$ cat config.mk
export PLATFORM = sky130hd
export DESIGN_NAME = shadow_lsu_arbiter
export DESIGN_NICKNAME = d
export VERILOG_FILES = /design/src/rtl/shadow_lsu_arbiter.sv
export SDC_FILE = /design/constraint.sdc
export NUM_CORES = 1
export LEC_CHECK = 0
export CAP_MARGIN = 10
export CORE_ASPECT_RATIO = 0.75
export CORE_MARGIN = 3
export CORE_UTILIZATION = 55
export CTS_BUF_LIST = sky130_fd_sc_hd__clkbuf_2
export DETAILED_ROUTE_END_ITERATION = 6
export GPL_TIMING_DRIVEN = 0
export PLACE_DENSITY = 0.82
export SYNTH_ARGS = -nofsm -noshare
export SYNTH_HDL_FRONTEND = slang
export SYNTH_SLANG_ARGS = --single-unit
$ cat constraint.sdc
create_clock -name clk_i -period 7.55 [get_ports clk_i]
set_clock_uncertainty 0.2 [all_clocks]
set_input_delay 1.51 -clock clk_i [delete_from_list [all_inputs] [get_ports clk_i]]
set_output_delay 1.51 -clock clk_i [all_outputs]
set_load 0.01 [all_outputs]
$ cat src/rtl/shadow_lsu_arbiter.sv
// shadow_lsu_arbiter: shares the single LSU issue port between the issue stage and the shadow-register save engine
//   issue_*_i / issue_ready_o : issue-stage load/store request and its grant
//   shru_*_i / shru_ready_o   : save-engine stack store, burst flag, commit pulse and grant
//   lsu_*                     : muxed request towards the LSU and source select
//   outstanding_o             : uncommitted shadow stores
//   underflow_o               : sticky, commit pulse seen with nothing outstanding
module shadow_lsu_arbiter #(
  parameter type fu_data_t = logic,
  parameter int unsigned XLEN = 64,
  parameter int unsigned MAX_OUTSTANDING = 4,
  parameter int unsigned MAX_SHRU_STREAK = 4
) (
  input  logic                                 clk_i,
  input  logic                                 rst_i,
  input  logic                                 issue_valid_i,
  input  fu_data_t                             issue_fu_data_i,
  input  logic                                 issue_is_load_i,
  input  logic [XLEN-1:0]                      issue_addr_i,
  output logic                                 issue_ready_o,
  input  logic                                 shru_valid_i,
  input  fu_data_t                             shru_fu_data_i,
  input  logic [XLEN-1:0]                      shru_addr_i,
  input  logic                                 shru_burst_i,
  output logic                                 shru_ready_o,
  input  logic                                 shru_store_done_i,
  input  logic                                 lsu_ready_i,
  output logic                                 lsu_valid_o,
  output fu_data_t                             lsu_fu_data_o,
  output logic                                 lsu_sel_shru_o,
  output logic [$clog2(MAX_OUTSTANDING+1)-1:0] outstanding_o,
  output logic                                 underflow_o
);
  localparam int unsigned CW = $clog2(MAX_OUTSTANDING+1);
  localparam int unsigned SW = $clog2(MAX_SHRU_STREAK+1);
  logic [CW-1:0] out_q, out_d;
  logic [SW-1:0] streak_q, streak_d;
  logic [XLEN-1:0] lo_q, lo_d, hi_q, hi_d;
  logic uf_q, uf_d;
  logic hazard, sh_el, is_el, sh_win, is_win, sh_xfer, is_xfer, fresh, done;
  always_comb begin
    done = shru_store_done_i;
    // a load anywhere inside the stack words being saved must wait for the commits
    hazard = issue_is_load_i && out_q != '0 && issue_addr_i >= lo_q &&
             issue_addr_i <= hi_q + XLEN'(XLEN/8 - 1);
    sh_el = shru_valid_i && out_q < CW'(MAX_OUTSTANDING);
    is_el = issue_valid_i && !hazard;
    sh_win = sh_el && (shru_burst_i || !is_el || streak_q != SW'(MAX_SHRU_STREAK));
    is_win = is_el && !sh_win;
    sh_xfer = sh_win && lsu_ready_i;
    is_xfer = is_win && lsu_ready_i;
    // window restarts when this store becomes the only uncommitted one
    fresh = out_q == '0 || (out_q == CW'(1) && done);
    lo_d = !sh_xfer ? lo_q : (fresh || shru_addr_i < lo_q) ? shru_addr_i : lo_q;
    hi_d = !sh_xfer ? hi_q : (fresh || shru_addr_i > hi_q) ? shru_addr_i : hi_q;
    out_d = (sh_xfer && !done) ? out_q + CW'(1) :
            (!sh_xfer && done && out_q != '0) ? out_q - CW'(1) : out_q;
    uf_d = uf_q || (done && out_q == '0);
    streak_d = !lsu_ready_i ? streak_q :
               (!is_el || is_xfer) ? '0 :
               (sh_xfer && streak_q != SW'(MAX_SHRU_STREAK)) ? streak_q + SW'(1) : streak_q;
  end
  always_ff @(posedge clk_i or posedge rst_i) begin
    if (rst_i) begin
      out_q <= '0;
      streak_q <= '0;
      lo_q <= '0;
      hi_q <= '0;
      uf_q <= 1'b0;
    end else begin
      out_q <= out_d;
      streak_q <= streak_d;
      lo_q <= lo_d;
      hi_q <= hi_d;
      uf_q <= uf_d;
    end
  end
  assign lsu_valid_o = (sh_win || is_win) && !rst_i;
  assign lsu_sel_shru_o = sh_win;
  assign lsu_fu_data_o = is_win ? issue_fu_data_i : shru_fu_data_i;
  assign shru_ready_o = sh_xfer && !rst_i;
  assign issue_ready_o = is_xfer && !rst_i;
  assign outstanding_o = out_q;
  assign underflow_o = uf_q;
endmodule

==> out/metrics.cfg, run 1 <==
[sta]
rsz0062_at_grt=true
fmax_mhz=128.1
worst_pin_slew_ns=1.129
min_period_over_period=1.034
fin_ws_ns=-0.2539
setup_viol=5
hold_viol=0
slew_violations=0
relSlewSlack=0.2401
fin_crit_ns=7.804

[drt]
vias=10650
ant_nets=0
wl_per_cell_microns=19.02
wl_met3_mm=2.697
first_iter_violations=818
viasPerCell=5.931
drc_errors=0
wl_met1_mm=15.65
drt_first_pass_iters=6
wl_met2_mm=15.24
maxUsedRoutingLayer=met5
wl_mm=34.14

[floorplanning]
die_w_microns=178.9
dieArea_sq_um=24270
rows=46
core_area_sq_um=21580
fp.dieH_microns=135.7
io_pins=147
start_util=0.5714

[clocking]
clk_path_buf_depth=2
clk_pin_slew_ns=0.24
cts_buffers=17
clk_latency_ns=0.79
htreeDepth=4
cts_hold_buf=0
clock-sinks=135
cts_tree=yes
cts-root-buf=clkbuf_2

[layout]
final_layout_size_suffix_gt1_frac=0.1393
diodes=0
n_fill_cell=1633
area_delta_synth_final_pct=21.93
fin_cells=1795
fin_util=0.6966
fin_nets=1894

[setup_path]
cp-startpoint=hi_q[6]
path_class=reg2out
critPathLaunchType=register
endpoint_kind=primary output
critPathRequiredTime_ns=5.84
regToRegStartpoint=hi_q[6]
critPathMaxFanout=6
arrival_ns=6.09

[min_path]
min_from=hi_q[39]
hold_class=reg2reg

[place]
dp_hpwl_mm=26.94
placedCellCount=1709
gp_congestion=0.9346
io_buffers=146

[synth]
ys.flop_type=dfrtp_1
syn-num-nets=1674
yosys_warnings=0
async_reset_ff_frac=1.000
synth_edf_count=0
avgSynthCellArea_sq_um=9.680
synthesis.area_sq_um=12330
ys_ff_latch=135
ys_types=52
yosysSeqAreaShare=0.2739
syn_inst=1274

[global_route]
grt_pass1_wl_mm=53.99
grt_max_degree=83
antenna_found_initial=2
gr-total-overflow=0
grt_pass1_vias=10840
track_usage=0.2825

[outcome]
status=finished, violations left
violations=negative setup slack

[power_and_ir_drop]
pwr_density_cell_nw_per_um2=320.0
p_leak_nw=7.136
vdd_ir_drop_max_uv=157.8

[job]
maxCapViolCount=0

==> logic make-up after synthesis <==
logic type | Yosys count | synth area share
flip-flops | 135 | 0.2739
buffers and inverters | 153 | 0.05205
XOR/XNOR | 63 | 0.04474
adder cells (fa/ha/maj) | 262 | 0.2658
AND/OR/NAND/NOR | 294 | 0.1250
AO/OA/AOI/OAI | 235 | 0.1182
multiplexers | 132 | 0.1202
==> sequential cells by signal, indices dropped and copies added (netlist names) <==
name,flops
lo_q,64
underflow_o,1
streak_q,3
outstanding_o,3
hi_q,64
==> report_power, final <==
part           internal [mW]  total [mW]  switching [mW]
clock network          0.119       0.437           0.318
logic                   1.44        3.02            1.58
registers               1.08        1.36           0.277
==> cells in the final DEF (no fill, tap or decap), types with 11 or more instances in the layout <==
| master | n |
|---|---|
| a21o_1 | 43 |
| a21oi_1 | 100 |
| buf_4 | 59 |
| buf_6 | 11 |
| clkbuf_2 | 17 |
| clkdlybuf4s50_1 | 141 |
| dfrtp_1 | 134 |
| ha_1 | 261 |
| inv_1 | 137 |
| mux2_1 | 64 |
| mux2_2 | 65 |
| nand2_1 | 65 |
| nand3_1 | 29 |
| nand4_1 | 57 |
| nor2_1 | 40 |
| nor2b_1 | 17 |
| nor3_1 | 19 |
| o21ai_0 | 45 |
| xnor2_1 | 63 |
==> synthesized netlist by cell type (all sizes together) (4+ instances only) <==
master,count,area share
nor2b,17,0.0086
a221oi,5,0.0036
and2,8,0.0041
o21ai,47,0.019
a211oi,4,0.0024
nor4,10,0.0051
and3,8,0.0041
a21oi,101,0.041
dfrtp,135,0.27
inv,138,0.042
mux2,129,0.12
nand3,32,0.013
nor2,42,0.013
nor3,23,0.0093
xnor2,63,0.045
ha,262,0.27
and4,10,0.0071
nand4,57,0.029
nand2b,9,0.0046
buf,12,0.0091
o211ai,7,0.0054
nor3b,4,0.0024
o21a,6,0.0037
a21o,43,0.026
nand2,67,0.020
==> per-layer routing <==
metal | up-vias | track usage
met5 | - | 0
met4 | 4 | 0.06574
met3 | 51 | 0.05238
met2 | 376 | 0.4498
met1 | 5118 | 0.3995
li1 | 5098 | -
==> layout make-up <==
class | instances | area, sq um | area share
inverters | 138 | 523.0 | 0.03478
clock inverters | 15 | 130.1 | 0.008654
plain buffers | 12 | 112.6 | 0.007489
clock buffers | 17 | 85.08 | 0.005659
well taps | 288 | 360.3 | 0.02397
multi-input cells | 986 | 8532 | 0.5674
repair buffers | 204 | 1913 | 0.1272
flip-flops and latches | 135 | 3379 | 0.2248
==> final timing paths <==
check	cells after the start	slack, ns	to
setup reg to reg	25	1.13	lo_q[0]
hold reg to reg	1	0.33	hi_q[39]
setup / recovery	23	-0.25	shru_ready_o
hold / removal	1	0.33	hi_q[39]
max in group asynchronous	3	5.33	lo_q[32]
min in group asynchronous	2	0.96	lo_q[9]
==> worst max-delay path, cell delays in order (launching register included) <==
cell       delay [ns]
dfrtp_1          0.41
nand4_1          0.14
buf_4            0.18
nor3_4           0.27
and4_4           0.35
nand3_4          0.14
nor4_4           0.33
nand4_1          0.16
buf_6            0.16
nor4_4           0.21
xnor2_1          0.10
ha_1             0.32
nand4_1          0.12
or4_4            0.62
nor4b_4          0.32
nand3_2          0.19
buf_6            0.18
nor3_4           0.14
o2111ai_4        0.16
buf_6            0.19
buf_6            0.11
a31oi_4          0.21
and2_4           0.20
buf_6            0.10
==> per-stage QoR <==
| stage | area [sq um] | worst slack, ns | setup TNS [ns] | hold WS [ns] | power, mW |
|---|---|---|---|---|---|
| 6_report | 15040 | -0.2539 | -0.7978 | 0.3251 | 4.812 |
| 5_1_grt | 15040 | -0.5427 | -2.294 | 0.3441 | 5.269 |
| 4_1_cts | 14900 | -0.1300 | -0.2841 | 0.3208 | 4.719 |
| 3_5_place_dp | 14190 | -1.410 | -9.845 | 0.2727 | 4.137 |
| 3_3_place_gp | 14150 | -1.303 | -5.650 | 0.2742 | 3.945 |
| 2_1_floorplan | 12330 | 0.6837 | 0 | 0.2642 | 3.343 |
==> repair_timing <==
action,in CTS,in global routing
pin swaps,26,13
buffers inserted,46,11
endpoints found under the hold margin,0,0
setup endpoints to repair,102,5
gates resized for setup,63,11
No activity file was read; power rests on OpenSTA's default activity.
==> inputs of run 2 (changes only) <==
--- a/config.mk
+++ b/config.mk
@@ -6,13 +6,15 @@
 export NUM_CORES = 1
 export LEC_CHECK = 0
 export CAP_MARGIN = 10
+export CELL_PAD_IN_SITES_DETAIL_PLACEMENT = 1
+export CELL_PAD_IN_SITES_GLOBAL_PLACEMENT = 1
 export CORE_ASPECT_RATIO = 0.75
 export CORE_MARGIN = 3
-export CORE_UTILIZATION = 55
+export CORE_UTILIZATION = 45
 export CTS_BUF_LIST = sky130_fd_sc_hd__clkbuf_2
 export DETAILED_ROUTE_END_ITERATION = 6
 export GPL_TIMING_DRIVEN = 0
-export PLACE_DENSITY = 0.82
+export PLACE_DENSITY = 0.85
 export SYNTH_ARGS = -nofsm -noshare
 export SYNTH_HDL_FRONTEND = slang
 export SYNTH_SLANG_ARGS = --single-unit
==> run 2 against run 1 <==
Effect of this change: the flow still finishes with violations (negative setup slack); maximum frequency up 0.97%; first-iteration DRC count fell by 16%; die area is 21% higher; critical path type unchanged; largest power group unchanged.
==> out/metrics.cfg, run 2 (same netlist as run 1, synthesis figures left out) <==
[outcome]
status=finished, violations left  ; unchanged
violations=negative setup slack  ; unchanged

[setup_path]
arrival_ns=6.02  ; was 6.09 ns
cp-startpoint=hi_q[17]  ; was hi_q[6]
rr_worst_depth=25  ; unchanged
r2r_setup_slack_ns=1.06  ; was 1.13 ns
critPathMaxFanout=4  ; was 6
critPathLaunchType=register  ; unchanged
path_class=reg2out  ; unchanged
cp-endpoint=shru_ready_o  ; unchanged
r2r_end=lo_q[56]  ; was lo_q[0]
regToRegStartpoint=hi_q[17]  ; was hi_q[6]
critPathRequiredTime_ns=5.84  ; about the same
endpoint_kind=primary output  ; unchanged

[layout]
fin_cells=1840  ; was 1,795
layout_common_cells=261 x ha_1, 141 x clkdlybuf4s50_1, 137 x inv_1, 134 x dfrtp_1, 100 x a21oi_1  ; unchanged
final_layout_size_suffix_gt1_frac=0.1339  ; was 0.1393
top_regs=hi_q: 64 flops, lo_q: 64 flops  ; unchanged
area_delta_synth_final_pct=22.49  ; was 21.93%
fin_nets=1881  ; was 1,894
design_area_sq_um=15110  ; was 15,040 sq um
final_common_cell=ha_1  ; unchanged

[global_route]
grtUsageMet3=0.05690  ; was 0.05238
antenna_found_initial=4  ; was 2
gr-total-overflow=0  ; unchanged
grt_pass1_vias=11590  ; was 10,840
gr-usage-met2=0.4551  ; was 0.4498
grt_pass1_wl_mm=62.45  ; was 53.99 mm
grtUsageMet1=0.3617  ; was 0.3995
top_usage_layer=met2  ; unchanged
grt_max_degree=92  ; was 83
track_usage=0.2721  ; was 0.2825

[clocking]
clk_pin_slew_ns=0.22  ; was 0.24 ns
clk_path_buf_depth=2  ; unchanged
htreeDepth=4  ; unchanged
cts_tree=yes  ; unchanged
cts_buffers=17  ; unchanged
cts-root-buf=clkbuf_2  ; unchanged
clock-sinks=135  ; unchanged
clk_latency_ns=0.86  ; was 0.79 ns

[sta]
relSlewSlack=0.3994  ; was 0.2401
rsz0062_at_grt=true  ; unchanged
fmax_mhz=129.4  ; was 128.1 MHz
slew_violations=0  ; unchanged
fin_crit_ns=7.729  ; was 7.804 ns
hold_viol=0  ; unchanged
setup_viol=4  ; was 5
min_period_over_period=1.024  ; was 1.034
worst_pin_slew_ns=0.8940  ; was 1.129 ns
fin_tns_setup_ns=-0.5110  ; was -0.7978 ns
fin_ws_ns=-0.1791  ; was -0.2539 ns

[floorplanning]
dieArea_sq_um=29450  ; was 24,270 sq um
core_area_sq_um=26480  ; was 21,580 sq um
fp.dieH_microns=149.4  ; was 135.7 microns
die_w_microns=197.2  ; was 178.9 microns
rows=51  ; was 46
io_pins=147  ; unchanged
start_util=0.4657  ; was 0.5714

[place]
dpl_cell_area_sq_um=14260  ; was 14,190 sq um
io_buffers=146  ; unchanged
placedCellCount=1765  ; was 1,709
gp_congestion=0.8941  ; was 0.9346
dp_slack_ns=-1.566  ; was -1.410 ns
dp_hpwl_mm=31.17  ; was 26.94 mm

[drt]
wl_mm=39.82  ; was 34.14 mm
drt_first_pass_iters=5  ; was 6
viasPerCell=5.843  ; was 5.931
first_iter_violations=688  ; was 818
ant_nets=0  ; unchanged
vias=10750  ; was 10,650
wl_per_cell_microns=21.64  ; was 19.02 microns
drc_errors=0  ; unchanged

[job]
maxCapViolCount=0  ; unchanged

[power_and_ir_drop]
pwr_density_cell_nw_per_um2=331.0  ; was 320.0 nW/um^2
vdd_ir_drop_max_uv=150.3  ; was 157.8 uV
power_mw=5.001  ; was 4.812 mW
p_leak_nw=7.131  ; was 7.136 nW

[min_path]
hold_class=reg2reg  ; unchanged

run 2: per-stage QoR:
stage	util	hold WS (ns)
final	0.5704	0.2920
after floorplan	-	0.2642
after global routing	0.5704	0.3256
after CTS	0.5670	0.2927
after detailed placement	0.5383	0.2475
after global placement	0.5371	0.2426
run 2: worst min path at each step:
stage / start / end / slack (ns) / cells after the start
3_5_place_dp: underflow_o / underflow_o / 0.25 / 1
2_1_floorplan: hi_q[13] / hi_q[13] / 0.26 / 1
5_1_grt: underflow_o / underflow_o / 0.33 / 1
4_1_cts: underflow_o / underflow_o / 0.29 / 1
3_3_place_gp: underflow_o / underflow_o / 0.24 / 1
6_report: underflow_o / underflow_o / 0.29 / 1
run 2: worst max-delay path: stages (launching register included):
cell and delay [ns]:
dfrtp_1 0.44, and4_4 0.23, and4_4 0.22, and4_4 0.24
and2_4 0.17, nand2_4 0.06, or3_4 0.36, nor3_4 0.15
and4_4 0.31, nand3_4 0.09, xnor2_2 0.17, ha_1 0.31
nand4_1 0.17, or4_4 0.57, nor4b_4 0.29, nand3_2 0.17
buf_6 0.20, nor3_4 0.14, o2111ai_4 0.15, buf_4 0.21
a31oi_4 0.23, and2_4 0.20, buf_6 0.10
run 2: area by class of cell:
class                      instances  area, sq um
antenna                            2        5.005
sequential                       135         3379
clock buffer                      17        85.08
clock inverter                    15        183.9
multi-input combinational        986         8563
fill                            2973        11380
timing repair buffer             191         1823
buffer                            12        112.6
inverter                         138        523.0
tap                              344        430.4
run 2: where the power goes:
group          switching [mW]  internal (mW)  total [mW]
Sequential              0.297           1.08        1.38
Combinational            1.67           1.43        3.10
Clock                   0.315          0.213       0.528
Total                    2.28           2.72        5.00
run 2: per-layer routing:
layer | routed length, microns | part of all wire | vias up
li1 | - | - | 5062
met5 | 22 | 0.00055 | -
met4 | 736 | 0.018 | 4
met3 | 2277 | 0.057 | 64
met1 | 18360 | 0.46 | 5353
met2 | 18420 | 0.46 | 269
run 2: repair_timing:
| action | 4_1_cts | 5_1_grt |
|---|---|---|
| hold buffers | 0 | 0 |
| setup buffers | 37 | 7 |
| endpoints found under the setup margin | 129 | 5 |
| gates cloned | 0 | 0 |
| pin swaps | 31 | 14 |
| resized for setup | 74 | 6 |
